**src/rtl/v_table_init.sv**
```systemverilog
// Table initialiser and shared write-port arbiter for replicated state SRAM banks.
// Sweeps every entry with a fill pattern after reset or on request, otherwise forwards functional writes.
module v_table_init #(
  parameter int unsigned  N        = 64,
  parameter int unsigned  W        = 32,
  parameter int unsigned  BANKS_N  = 2,
  parameter int unsigned  ADDR_W   = $clog2(N),
  parameter logic [W-1:0] INIT_VAL = '0
) (
  input  logic               clk,
  input  logic               rst,
  input  logic               i_reinit,
  input  logic               i_reinit_mode,
  input  logic               i_fn_wen,
  input  logic [ADDR_W-1:0]  i_fn_waddr,
  input  logic [W-1:0]       i_fn_wdata,
  output logic [BANKS_N-1:0] o_wen_r,
  output logic [ADDR_W-1:0]  o_waddr_r,
  output logic [W-1:0]       o_wdata_r,
  output logic               o_busy_r,
  output logic               o_done_r,
  output logic               o_drop_r
);

  typedef enum logic {S_INIT, S_IDLE} state_t;

  localparam logic [ADDR_W-1:0] LAST_ADDR = ADDR_W'(N - 1);
  localparam logic [ADDR_W-1:0] ONE_ADDR  = ADDR_W'(1);

  state_t             state_q;
  logic [ADDR_W-1:0]  cnt_q;
  logic               mode_q;
  logic [BANKS_N-1:0] wen_q;
  logic [ADDR_W-1:0]  waddr_q;
  logic [W-1:0]       wdata_q;
  logic               busy_q;
  logic               done_q;
  logic               drop_q;

  // Address fill pattern: the sweep counter zero-extended or truncated to W bits.
  logic [W-1:0] addr_pat;
  for (genvar gi = 0; gi < W; gi++) begin : g_pat
    if (gi < ADDR_W) begin : g_bit
      assign addr_pat[gi] = cnt_q[gi];
    end else begin : g_zero
      assign addr_pat[gi] = 1'b0;
    end
  end

  always_ff @(posedge clk) begin
    if (rst) begin
      state_q <= S_INIT;
      cnt_q   <= '0;
      mode_q  <= 1'b0;
      wen_q   <= '0;
      waddr_q <= '0;
      wdata_q <= '0;
      busy_q  <= 1'b1;
      done_q  <= 1'b0;
      drop_q  <= 1'b0;
    end else begin
      done_q <= 1'b0;
      case (state_q)
        S_INIT: begin
          wen_q   <= '1;
          waddr_q <= cnt_q;
          wdata_q <= mode_q ? addr_pat : INIT_VAL;
          busy_q  <= 1'b1;
          if (i_fn_wen) begin
            drop_q <= 1'b1;
          end
          if (i_reinit) begin
            cnt_q  <= '0;
            mode_q <= i_reinit_mode;
          end else if (cnt_q == LAST_ADDR) begin
            state_q <= S_IDLE;
          end else begin
            cnt_q <= cnt_q + ONE_ADDR;
          end
        end
        S_IDLE: begin
          wen_q <= {BANKS_N{i_fn_wen}};
          if (i_fn_wen) begin
            waddr_q <= i_fn_waddr;
            wdata_q <= i_fn_wdata;
          end
          // busy_q is still high only on the first idle cycle after a sweep.
          done_q <= busy_q;
          busy_q <= 1'b0;
          if (i_reinit) begin
            state_q <= S_INIT;
            cnt_q   <= '0;
            mode_q  <= i_reinit_mode;
            busy_q  <= 1'b1;
          end
        end
        default: begin
          state_q <= S_INIT;
          cnt_q   <= '0;
          busy_q  <= 1'b1;
        end
      endcase
    end
  end

  assign o_wen_r   = wen_q;
  assign o_waddr_r = waddr_q;
  assign o_wdata_r = wdata_q;
  assign o_busy_r  = busy_q;
  assign o_done_r  = done_q;
  assign o_drop_r  = drop_q;

endmodule

```
**config.mk**
```make
export PLATFORM = sky130hd
export DESIGN_NAME = v_table_init
export DESIGN_NICKNAME = d
export VERILOG_FILES = /design/src/rtl/v_table_init.sv
export SDC_FILE = /design/constraint.sdc
export NUM_CORES = 1
export LEC_CHECK = 0
export BUFFER_PORTS_ARGS = -buffer_cell sky130_fd_sc_hd__clkbuf_2
export CORE_MARGIN = 3
export CORE_UTILIZATION = 51
export CTS_BUF_LIST = sky130_fd_sc_hd__clkbuf_16
export CTS_CLUSTER_DIAMETER = 50
export CTS_CLUSTER_SIZE = 14
export DETAILED_ROUTE_END_ITERATION = 7
export GPL_TIMING_DRIVEN = 0
export PLACE_DENSITY = 0.84
export SYNTH_ARGS = -nofsm -noshare
export SYNTH_HDL_FRONTEND = slang
export SYNTH_SLANG_ARGS = --single-unit
```
**constraint.sdc**
```tcl
create_clock -name clk -period 2.1 [get_ports clk]
set_input_delay 0.21 -clock clk [delete_from_list [all_inputs] [get_ports clk]]
set_output_delay 0.21 -clock clk [all_outputs]
set_load 0.005 [all_outputs]
```
==> impl_metrics.csv, run 1 <==
group,metric,value,unit
layout,regArea,0.00100,mm^2
worst_setup_path,r2r-start,"cnt_q[0]",
yosys,syn_area_per_cell,10.4,um^2
layout,mostFrequentLayoutCell,"clkbuf_2",
cts,clock-root-buffer,"clkbuf_16",
sta,hold_viol,0,
worst_hold_path,whs_path_depth,3,
placement,io_buffers,84,
cts,cts_tree,"done",
sta,period_minus_slack,1.46,ns
worst_setup_path,ff2ff_setup_slack,0.64,ns
placement,gp_congestion,0.801,
route,met3_length,269,um
yosys,synthAdderAreaFrac,0.00615,
layout,drive_gt1_frac,0.403,
outcome,status,"finished clean",
layout,final_area,0.00268,mm^2
cts,cts.sinks,50,
die,die_w,69.2,um
worst_setup_path,reg2reg_to,"cnt_q[4]",
yosys,synthCells,196,
worst_setup_path,critPathMaxStageDelay,0.50,ns
yosys,yosys.cell_types.count,30,
cts,htreeDepth,2,
route,route.met2.wl,2.10,mm
route,vias,1709,
placement,placed_area,0.00252,mm^2
route,wl_met1,1.91,mm
route,dr.pass1.iters,4,
sta,relSlewSlack,0.694,
cts,ctsResizeCount,0,
yosys,ys_top_cells_by_area,"dfxtp_1 49%, mux2i_1 17%, nor2_1 6.6%",
die,die-area,0.00479,mm^2
power_and_ir_drop,power.leakage,0.00127,uW
placement,hpwl,3.27,mm
sta,max_freq,0.685,GHz
cts,post-cts-setup-buffers,0,
cts,clock_path_buffers,2,
worst_setup_path,crit_arrival,1.65,ns
worst_hold_path,hold_path.startpoint,"i_reinit_mode",
yosys,synth_top_family_by_area,"multiplexers",
layout,fillCellCount,301,
sta,rsz0062_at_grt,"no",
sta,fin_tns_setup,0,ns
yosys,yosysTopAreaCell,"dfxtp_1",
sta,drv_slew,0,
global_route,grt-ovfl-total,0,
route,routedWlPerCell,12.9,um
sta,final.setup_skew,0.00227,ns
route,wirelength,4.34,mm
yosys,synth_top_area_frac,0.492,
cts,hold_buffers,0,
yosys,synth-xor-area-share,0,
route,top_layer_used,"met4",
cts,clk_pin_slew,0.06,ns
global_route,antenna_found_initial,0,
worst_hold_path,min_to,"mode_q",
worst_hold_path,hold_path.class,"in -> reg",
worst_setup_path,worstRegToRegCells,4,
yosys,syn_nets,240,
worst_setup_path,cp.required,2.29,ns
layout,final_cell_mix,"84 x clkbuf_2, 50 x dfxtp_1, 36 x nor2_1",
cts,cts_made_buffers,5,
worst_setup_path,cp-start-kind,"flop",
yosys,synth_mux_area_frac,0.205,
die,initial_core_util,0.544,
sta,finalSetupViolations,0,
die,coreArea,0.00374,mm^2
worst_setup_path,cpMaxStageDelayCell,"dfxtp_1",
die,ios,86,
power_and_ir_drop,powerDensity,735,mW/mm^2
layout,nNetsFinal,331,
power_and_ir_drop,vdd_ir_drop_max,0.556,mV
yosys,synthSimpleGateAreaFrac,0.146,
sta,fin_crit_sh,0.695,
route,via_per_inst,5.09,
layout,area_growth,31.7,%
sta,tightest_slew,0.460,ns
global_route,grt_pass1_vias,1621,
yosys,ys_ff_latch,50,
route,remaining_drc_errors,0,
yosys,yosysSeqAreaShare,0.492,
route,drtIter0Drc,84,
layout,diodes,0,
worst_setup_path,crit_type,"reg -> reg",
global_route,grt_use_total,0.188,
yosys,netlist_area,0.00204,mm^2
die,die_h,69.2,um
global_route,grt_first_pass_wirelength,7.49,mm
yosys,synth_compound_area_frac,0.0811,
worst_setup_path,path_cells,"ha_1 > nor2b_1 > a31oi_1 > nor4_1",
global_route,grt_max_degree,16,
worst_setup_path,worstPathMaxFanout,8,
die,placementRows,22,
layout,multiInputGateArea,892,um^2
cts,insertion_delay,0.28,ns
job,timing.max_cap.violations,0,
yosys,yosysWarnings,0,
worst_setup_path,cp-end-kind,"flop",
route,detail-route-antenna-nets,0,
-- through the flow --
stage / instances / utilization / setup WS, ns / total power [uW] / hold slack [ns]
detailed placement: 328 / 0.672 / 0.669 / 1120 / 0.430
finish: 336 / 0.716 / 0.641 / 1970 / 0.164
global route: 336 / 0.716 / 0.481 / 2040 / 0.173
global placement: 328 / 0.672 / 0.712 / 1120 / 0.416
CTS: 336 / 0.716 / 0.643 / 1990 / 0.164
floorplan: 196 / - / 0.856 / 1060 / 0.286
-- cell usage after synthesis (all sizes together) --
cell type and count:
a2111oi 1, a211oi 6, a21oi 9, a31oi 3, a41oi 1, and3 1
and4b 1, buf 12, clkbuf 2, dfxtp 50, ha 1, inv 3
mux2 6, mux2i 35, nand2 10, nand2b 1, nand3 8, nor2 36
nor2b 1, nor3 1, nor3b 2, nor4 2, o21ai 2, or2 1
or3 1
-- cell families after synthesis --
logic type	after synthesis
DFF	50
adders and majority gates	1
buffers and inverters	17
and+or+nand+nor	65
AOI/OAI and AO/OA	22
muxes	41
-- critical path: cells and delay by family (launching register included) --
kind / cells / cell delay (ns)
and+or+nand+nor: 2 / 0.46
DFF: 1 / 0.50
AOI/OAI and AO/OA: 1 / 0.11
adders and majority gates: 1 / 0.30
-- report_power, final --
part           internal, uW  total, uW  switching (uW)  leakage, uW
sequential              955        964            8.26     0.000404
clock                   557        873             317    0.0000836
combinational          77.4        135            57.9     0.000783
-- registers in the layout, summed over array words and instances, names as in the netlist --
| name | cells |
|---|---|
| cnt_q | 6 |
| mode_q | 1 |
| o_busy_r | 1 |
| o_done_r | 1 |
| o_drop_r | 1 |
| o_waddr_r | 6 |
| o_wdata_r | 32 |
| o_wen_r | 1 |
| state_q | 1 |
-- routing by layer --
metal / GRT usage / up-vias
li1: - / 863
met1: 0.244 / 773
met2: 0.305 / 67
met3: 0.0435 / 6
met4: 0.0716 / 0
met5: 0 / -
-- area by class of cell --
class	instances	area share
timing repair buffer	84	0.157
clock buffer	5	0.0467
sequential	50	0.373
buffer	14	0.0490
multi-input combinational	129	0.333
clock inverter	3	0.0149
inverter	3	0.00420
tap	48	0.0224
-- worst max-delay path by stage --
| stage | startpoint | end | slack (ns) |
|---|---|---|---|
| 5_1_grt | cnt_q[0] | cnt_q[4] | 0.48 |
| 6_report | cnt_q[0] | cnt_q[4] | 0.64 |
| 4_1_cts | cnt_q[0] | cnt_q[4] | 0.64 |
| 3_3_place_gp | cnt_q[0] | cnt_q[4] | 0.71 |
| 2_1_floorplan | cnt_q[0] | cnt_q[4] | 0.86 |
| 3_5_place_dp | cnt_q[0] | cnt_q[4] | 0.67 |
(Power assumes the default switching activity.)
==> run 2: changes to the inputs <==
ABC_AREA = 1   (was not set)
CORE_UTILIZATION = 42   (was 51)
PLACE_DENSITY = 0.74   (was 0.84)
clock period = 1.2 ns   (was 2.1 ns; I/O delays follow)
==> run 2 against run 1 <==
  * Register-to-register slack worse by 0.56 ns
  * Sequential power increased by 75%
  * Cell area rose by 0.33%
  * Largest power group unchanged
  * Worst hold slack got worse by 0.096 ns
  * Non-clock buffer count is 2 higher
  * Worst setup slack got worse by 0.56 ns
  * First-iteration DRC count is 8.3% lower
  * Critical path depth rose by 3
  * Power grew 59%
  * Via count increased by 15%
==> impl_metrics.csv, run 2 <==
group,metric,value,unit
layout,mostFrequentLayoutCell,"clkbuf_2",
die,die_w,74.7,um
cts,insertion_delay,0.28,ns
placement,io_buffers,83,
route,vias,1967,
global_route,grt_first_pass_wirelength,7.42,mm
layout,fillCellCount,401,
layout,utilization,0.605,
layout,nNetsFinal,397,
die,ios,86,
yosys,synth_top_area_frac,0.505,
die,initial_core_util,0.446,
placement,post-place-cells,395,
die,die-area,0.00558,mm^2
cts,cts_tree,"done",
yosys,syn_area_per_cell,7.62,um^2
power_and_ir_drop,vdd_ir_drop_max,0.551,mV
global_route,grt-ovfl-total,0,
route,dr.pass1.iters,4,
yosys,ys_ff_latch,50,
layout,regArea,0.00101,mm^2
outcome,status,"finished clean",
worst_hold_path,hold_path.class,"in -> reg",
cts,cts_made_buffers,5,
route,via_per_inst,4.87,
cts,htreeDepth,2,
sta,tightest_slew,0.448,ns
route,detail-route-antenna-nets,0,
sta,relSlewSlack,0.701,
power_and_ir_drop,powerDensity,1160,mW/mm^2
route,wirelength,4.81,mm
cts,clock-root-buffer,"clkbuf_16",
sta,drv_slew,0,
worst_setup_path,cp-start-kind,"flop",
route,remaining_drc_errors,0,
worst_setup_path,crit_arrival,1.33,ns
layout,area_growth,35.8,%
worst_setup_path,crit_type,"reg -> reg",
worst_setup_path,cp.required,1.41,ns
global_route,grt_use_total,0.169,
yosys,ys_top_cells_by_area,"dfxtp_1 51%, nand2_1 14%, a21oi_1 9.1%",
worst_setup_path,cp-end-kind,"flop",
cts,clk_pin_slew,0.06,ns
layout,multiInputGateArea,850,um^2
cts,cts.sinks,50,
yosys,netlist_area,0.00198,mm^2
placement,hpwl,3.60,mm
die,placementRows,24,
job,timing.max_cap.violations,0,
yosys,synthCells,260,
layout,largest_reg_flops,32,
sta,fin_crit_sh,0.931,
route,drtIter0Drc,77,
yosys,yosysWarnings,0,
power_and_ir_drop,power.leakage,0.00121,uW
sta,max_freq,0.896,GHz
cts,clock_path_buffers,2,
die,coreArea,0.00444,mm^2
yosys,ys_top_cells_by_count,"73 x nand2_1, 50 x dfxtp_1, 36 x a21oi_1",
layout,final_cells,404,
die,die_h,74.7,um
yosys,syn_nets,304,
sta,finalSetupViolations,0,
global_route,grt_max_degree,14,
yosys,yosysTopAreaCell,"dfxtp_1",
route,routedWlPerCell,11.9,um
sta,final.setup_skew,0.00223,ns
sta,period_minus_slack,1.12,ns
layout,drive_gt1_frac,0.335,
placement,gp_congestion,0.882,
yosys,yosysSeqAreaShare,0.505,
worst_setup_path,worstPathMaxFanout,5,
layout,diodes,0,
yosys,synth_edf_count,0,
layout,final_cell_mix,"83 x clkbuf_2, 72 x nand2_1, 45 x dfxtp_1",
yosys,synth.most_common_cell,"nand2_1",
sta,hold_viol,0,
yosys,yosys.cell_types.count,21,
sta,rsz0062_at_grt,"yes",
yosys,ys.flop_type,"dfxtp_1",
global_route,grt_pass1_vias,1764,
yosys,async_flop_share,0,
global_route,antenna_found_initial,0,
==> run 2: power breakdown <==
group	switching [uW]	internal, uW	total [uW]
combinational	86.7	83.1	170
sequential	15.7	1670	1690
clock	533	741	1270
==> run 2: final cells by class <==
| type | count | share of cell area |
|---|---|---|
| timing repair buffer | 86 | 0.172 |
| clock inverter | 1 | 0.00140 |
| clock buffer | 5 | 0.0465 |
| multi-input combinational | 179 | 0.316 |
| inverter | 17 | 0.0260 |
| buffer | 14 | 0.0367 |
| tap | 52 | 0.0242 |
| sequential | 50 | 0.377 |
==> run 2: worst max-delay path, cell delays in order, from the launching register on <==
cell and delay, ns:
dfxtp_4 0.38, ha_4 0.15, nand3_4 0.09, nor2_4 0.12, nand2_2 0.09, nand2_2 0.09, nor2_1 0.04, nor2_1 0.09
==> run 2: what timing repair did <==
item	in CTS	in global routing
setup endpoints to repair	12	11
gates resized for setup	7	16
hold buffers	0	0
pin swaps	1	3
buffers inserted	0	3
==> run 2: worst paths after layout <==
| path | from | end | slack [ns] | cells past startpoint |
|---|---|---|---|---|
| min reg2reg | o_busy_r | o_done_r | 0.42 | 2 |
| min | i_fn_wdata[18] | o_wdata_r[18] | 0.07 | 3 |
| max | cnt_q[1] | cnt_q[0] | 0.08 | 7 |
| max reg2reg | cnt_q[1] | cnt_q[0] | 0.08 | 7 |
==> run 2: cell families after synthesis <==
family / share of synthesized area
and+or+nand+nor: 0.249
AOI/OAI and AO/OA: 0.157
DFF: 0.505
buffers and inverters: 0.0821
adders and majority gates: 0.00632
==> run 2: metal layers <==
layer | wire, um | vias to the layer above | global-route usage
met1 | 2200 | 864 | 0.212
met5 | 0 | - | 0
met4 | 18 | 0 | 0.0455
li1 | - | 1023 | -
met3 | 406 | 4 | 0.0547
met2 | 2180 | 76 | 0.279
==> run 2: per-stage QoR <==
step                      setup WS (ns)  TNS [ns]  hold WS, ns  cell area, um^2  power (uW)
after floorplan                  0.0726         0        0.255             1980        1790
after global placement          -0.0657    -0.227        0.344             2460        1890
after detailed placement        -0.0960    -0.500        0.358             2460        1890
after CTS                      0.000478         0       0.0657             2610        3170
after global routing            -0.0291   -0.0315       0.0694             2690        3260
final                            0.0833         0       0.0677             2690        3130
==> run 3: changes to the inputs <==
MAX_ROUTING_LAYER = met4   (was not set)
PLACE_DENSITY = 0.8   (was 0.74)
==> run 3 against run 2 <==
  * Via count about the same
  * Combinational power down 2%
  * Critical path type unchanged
  * Cell area down 2.0%
  * Largest cell class unchanged
  * Core utilization down 1.2 points
==> impl_metrics.csv, run 3 (synthesis results as in run 2) <==
group,metric,value,unit
outcome,status,"finished clean",
power_and_ir_drop,power_frac_seq,0.531,
placement,hpwl,3.64,mm
worst_setup_path,cp-end-kind,"flop",
layout,largest_reg_flops,32,
die,coreArea,0.00444,mm^2
cts,clock-root-buffer,"clkbuf_16",
sta,tightest_slew,0.526,ns
route,detail-route-antenna-nets,0,
die,die_w,74.7,um
worst_setup_path,crit_end,"cnt_q[0]",
route,dr.pass1.iters,4,
power_and_ir_drop,powerDensity,1210,mW/mm^2
route,routedWlPerCell,11.9,um
route,drtIter0Drc,99,
die,die_h,74.7,um
sta,final.setup_skew,0.00370,ns
global_route,grt_pass1_vias,1710,
sta,hold_viol,0,
sta,relSlewSlack,0.649,
cts,cts.sinks,50,
sta,drv_slew,0,
layout,final_cell_mix,"83 x clkbuf_2, 72 x nand2_1, 45 x dfxtp_1",
sta,fin_tns_setup,0,ns
cts,cts_made_buffers,5,
global_route,grt-ovfl-total,0,
global_route,grt_first_pass_wirelength,7.53,mm
power_and_ir_drop,vdd_ir_drop_max,0.554,mV
die,die-area,0.00558,mm^2
power_and_ir_drop,p_comb_frac,0.052,
worst_setup_path,cp.required,1.42,ns
worst_hold_path,hold_path.class,"in -> reg",
placement,placed_area,0.00246,mm^2
worst_setup_path,r2r-start,"cnt_q[1]",
global_route,antenna_found_initial,0,
worst_setup_path,crit_arrival,1.35,ns
layout,drive_gt1_frac,0.325,
worst_setup_path,startpoint,"cnt_q[1]",
route,wirelength,4.79,mm
layout,mostFrequentLayoutCell,"clkbuf_2",
power_and_ir_drop,power.leakage,0.00120,uW
global_route,grt_max_degree,15,
die,ios,86,
layout,regArea,0.00101,mm^2
worst_setup_path,worstPathMaxFanout,5,
layout,area_growth,33.2,%
sta,rsz0062_at_grt,"yes",
layout,final_cells,403,
global_route,grt_use_total,0.176,
layout,final_area,0.00264,mm^2
cts,insertion_delay,0.28,ns
worst_setup_path,cp-start-kind,"flop",
worst_setup_path,reg2reg_to,"cnt_q[0]",
cts,clk_pin_slew,0.06,ns
job,timing.max_cap.violations,0,
power_and_ir_drop,power.share.clock,0.417,
cts,htreeDepth,2,
sta,period_minus_slack,1.13,ns
route,remaining_drc_errors,0,
die,placementRows,24,
sta,finalSetupViolations,0,
placement,io_buffers,83,
layout,diodes,0,
route,vias,1968,
power_and_ir_drop,p_int,2510,uW
cts,cts_tree,"done",
power_and_ir_drop,power.total,3180,uW
worst_setup_path,worstRegToRegCells,6,
sta,fin_crit_sh,0.942,
layout,fillCellCount,424,
route,via_per_inst,4.88,
placement,gp_congestion,0.894,
power_and_ir_drop,power.switching,670,uW
worst_setup_path,ff2ff_setup_slack,0.07,ns
placement,post-place-cells,395,
worst_setup_path,crit_type,"reg -> reg",
die,initial_core_util,0.446,
cts,clock_path_buffers,2,
sta,max_freq,0.884,GHz
power_and_ir_drop,p_sw_frac,0.211,
layout,multiInputGateArea,845,um^2
layout,nNetsFinal,394,
cts,hold_buffers,0,
-- run 3: through the flow --
step           setup WS [ns]   util  hold WS [ns]
2_1_floorplan         0.0726      -         0.255
3_3_place_gp         -0.0712  0.554         0.346
3_5_place_dp         -0.0913  0.554         0.356
4_1_cts               0.0298  0.590        0.0585
5_1_grt              -0.0329  0.593        0.0625
6_report              0.0692  0.593        0.0633
-- run 3: critical path, cell delays in order, from the launching register on --
cell	delay [ns]
dfxtp_4	0.37
ha_4	0.17
nand3_4	0.10
nor2_4	0.04
nor2_1	0.19
o21ai_1	0.09
nor2_1	0.10
-- run 3: cell type report --
| cell class | instances | area share |
|---|---|---|
| Tap cell | 52 | 0.0247 |
| Timing Repair Buffer | 83 | 0.157 |
| Inverter | 17 | 0.0242 |
| Clock inverter | 3 | 0.00474 |
| Sequential cell | 50 | 0.384 |
| Multi-Input combinational cell | 179 | 0.320 |
| Buffer | 14 | 0.0375 |
| Clock buffer | 5 | 0.0474 |
-- run 3: layer usage --
layer  wire [um]  part of all wire  vias to the layer above  global-route usage
met5           0                 0                        -                   -
li1            -                 -                     1027                   -
met3         393             0.082                        5              0.0481
met2        2140              0.45                       70               0.284
met1        2210              0.46                      866               0.221
met4          44            0.0092                        0              0.0435
-- run 3: worst min path at each step --
stage / cells after the start / from / to / slack [ns]
after floorplan: 2 / i_fn_wdata[15] / o_wdata_r[15] / 0.25
after global placement: 3 / i_fn_waddr[0] / o_waddr_r[0] / 0.35
after detailed placement: 3 / i_fn_wdata[15] / o_wdata_r[15] / 0.36
after CTS: 3 / i_fn_wdata[31] / o_wdata_r[31] / 0.06
after global routing: 3 / i_fn_wdata[11] / o_wdata_r[11] / 0.06
final: 3 / i_fn_wdata[31] / o_wdata_r[31] / 0.06
-- run 3: repair_timing --
item | CTS | global route
gates resized for setup | 9 | 7
buffers inserted | 0 | 0
endpoints found under the setup margin | 13 | 9
pin swaps | 1 | 2
-- run 3: power by group through the flow --
stage	logic, uW	registers (uW)	clock network, uW
2_1_floorplan	70.9	1720	0
3_3_place_gp	165	1720	0
3_5_place_dp	165	1720	0
4_1_cts	168	1690	1360
5_1_grt	191	1690	1420
6_report	166	1690	1330
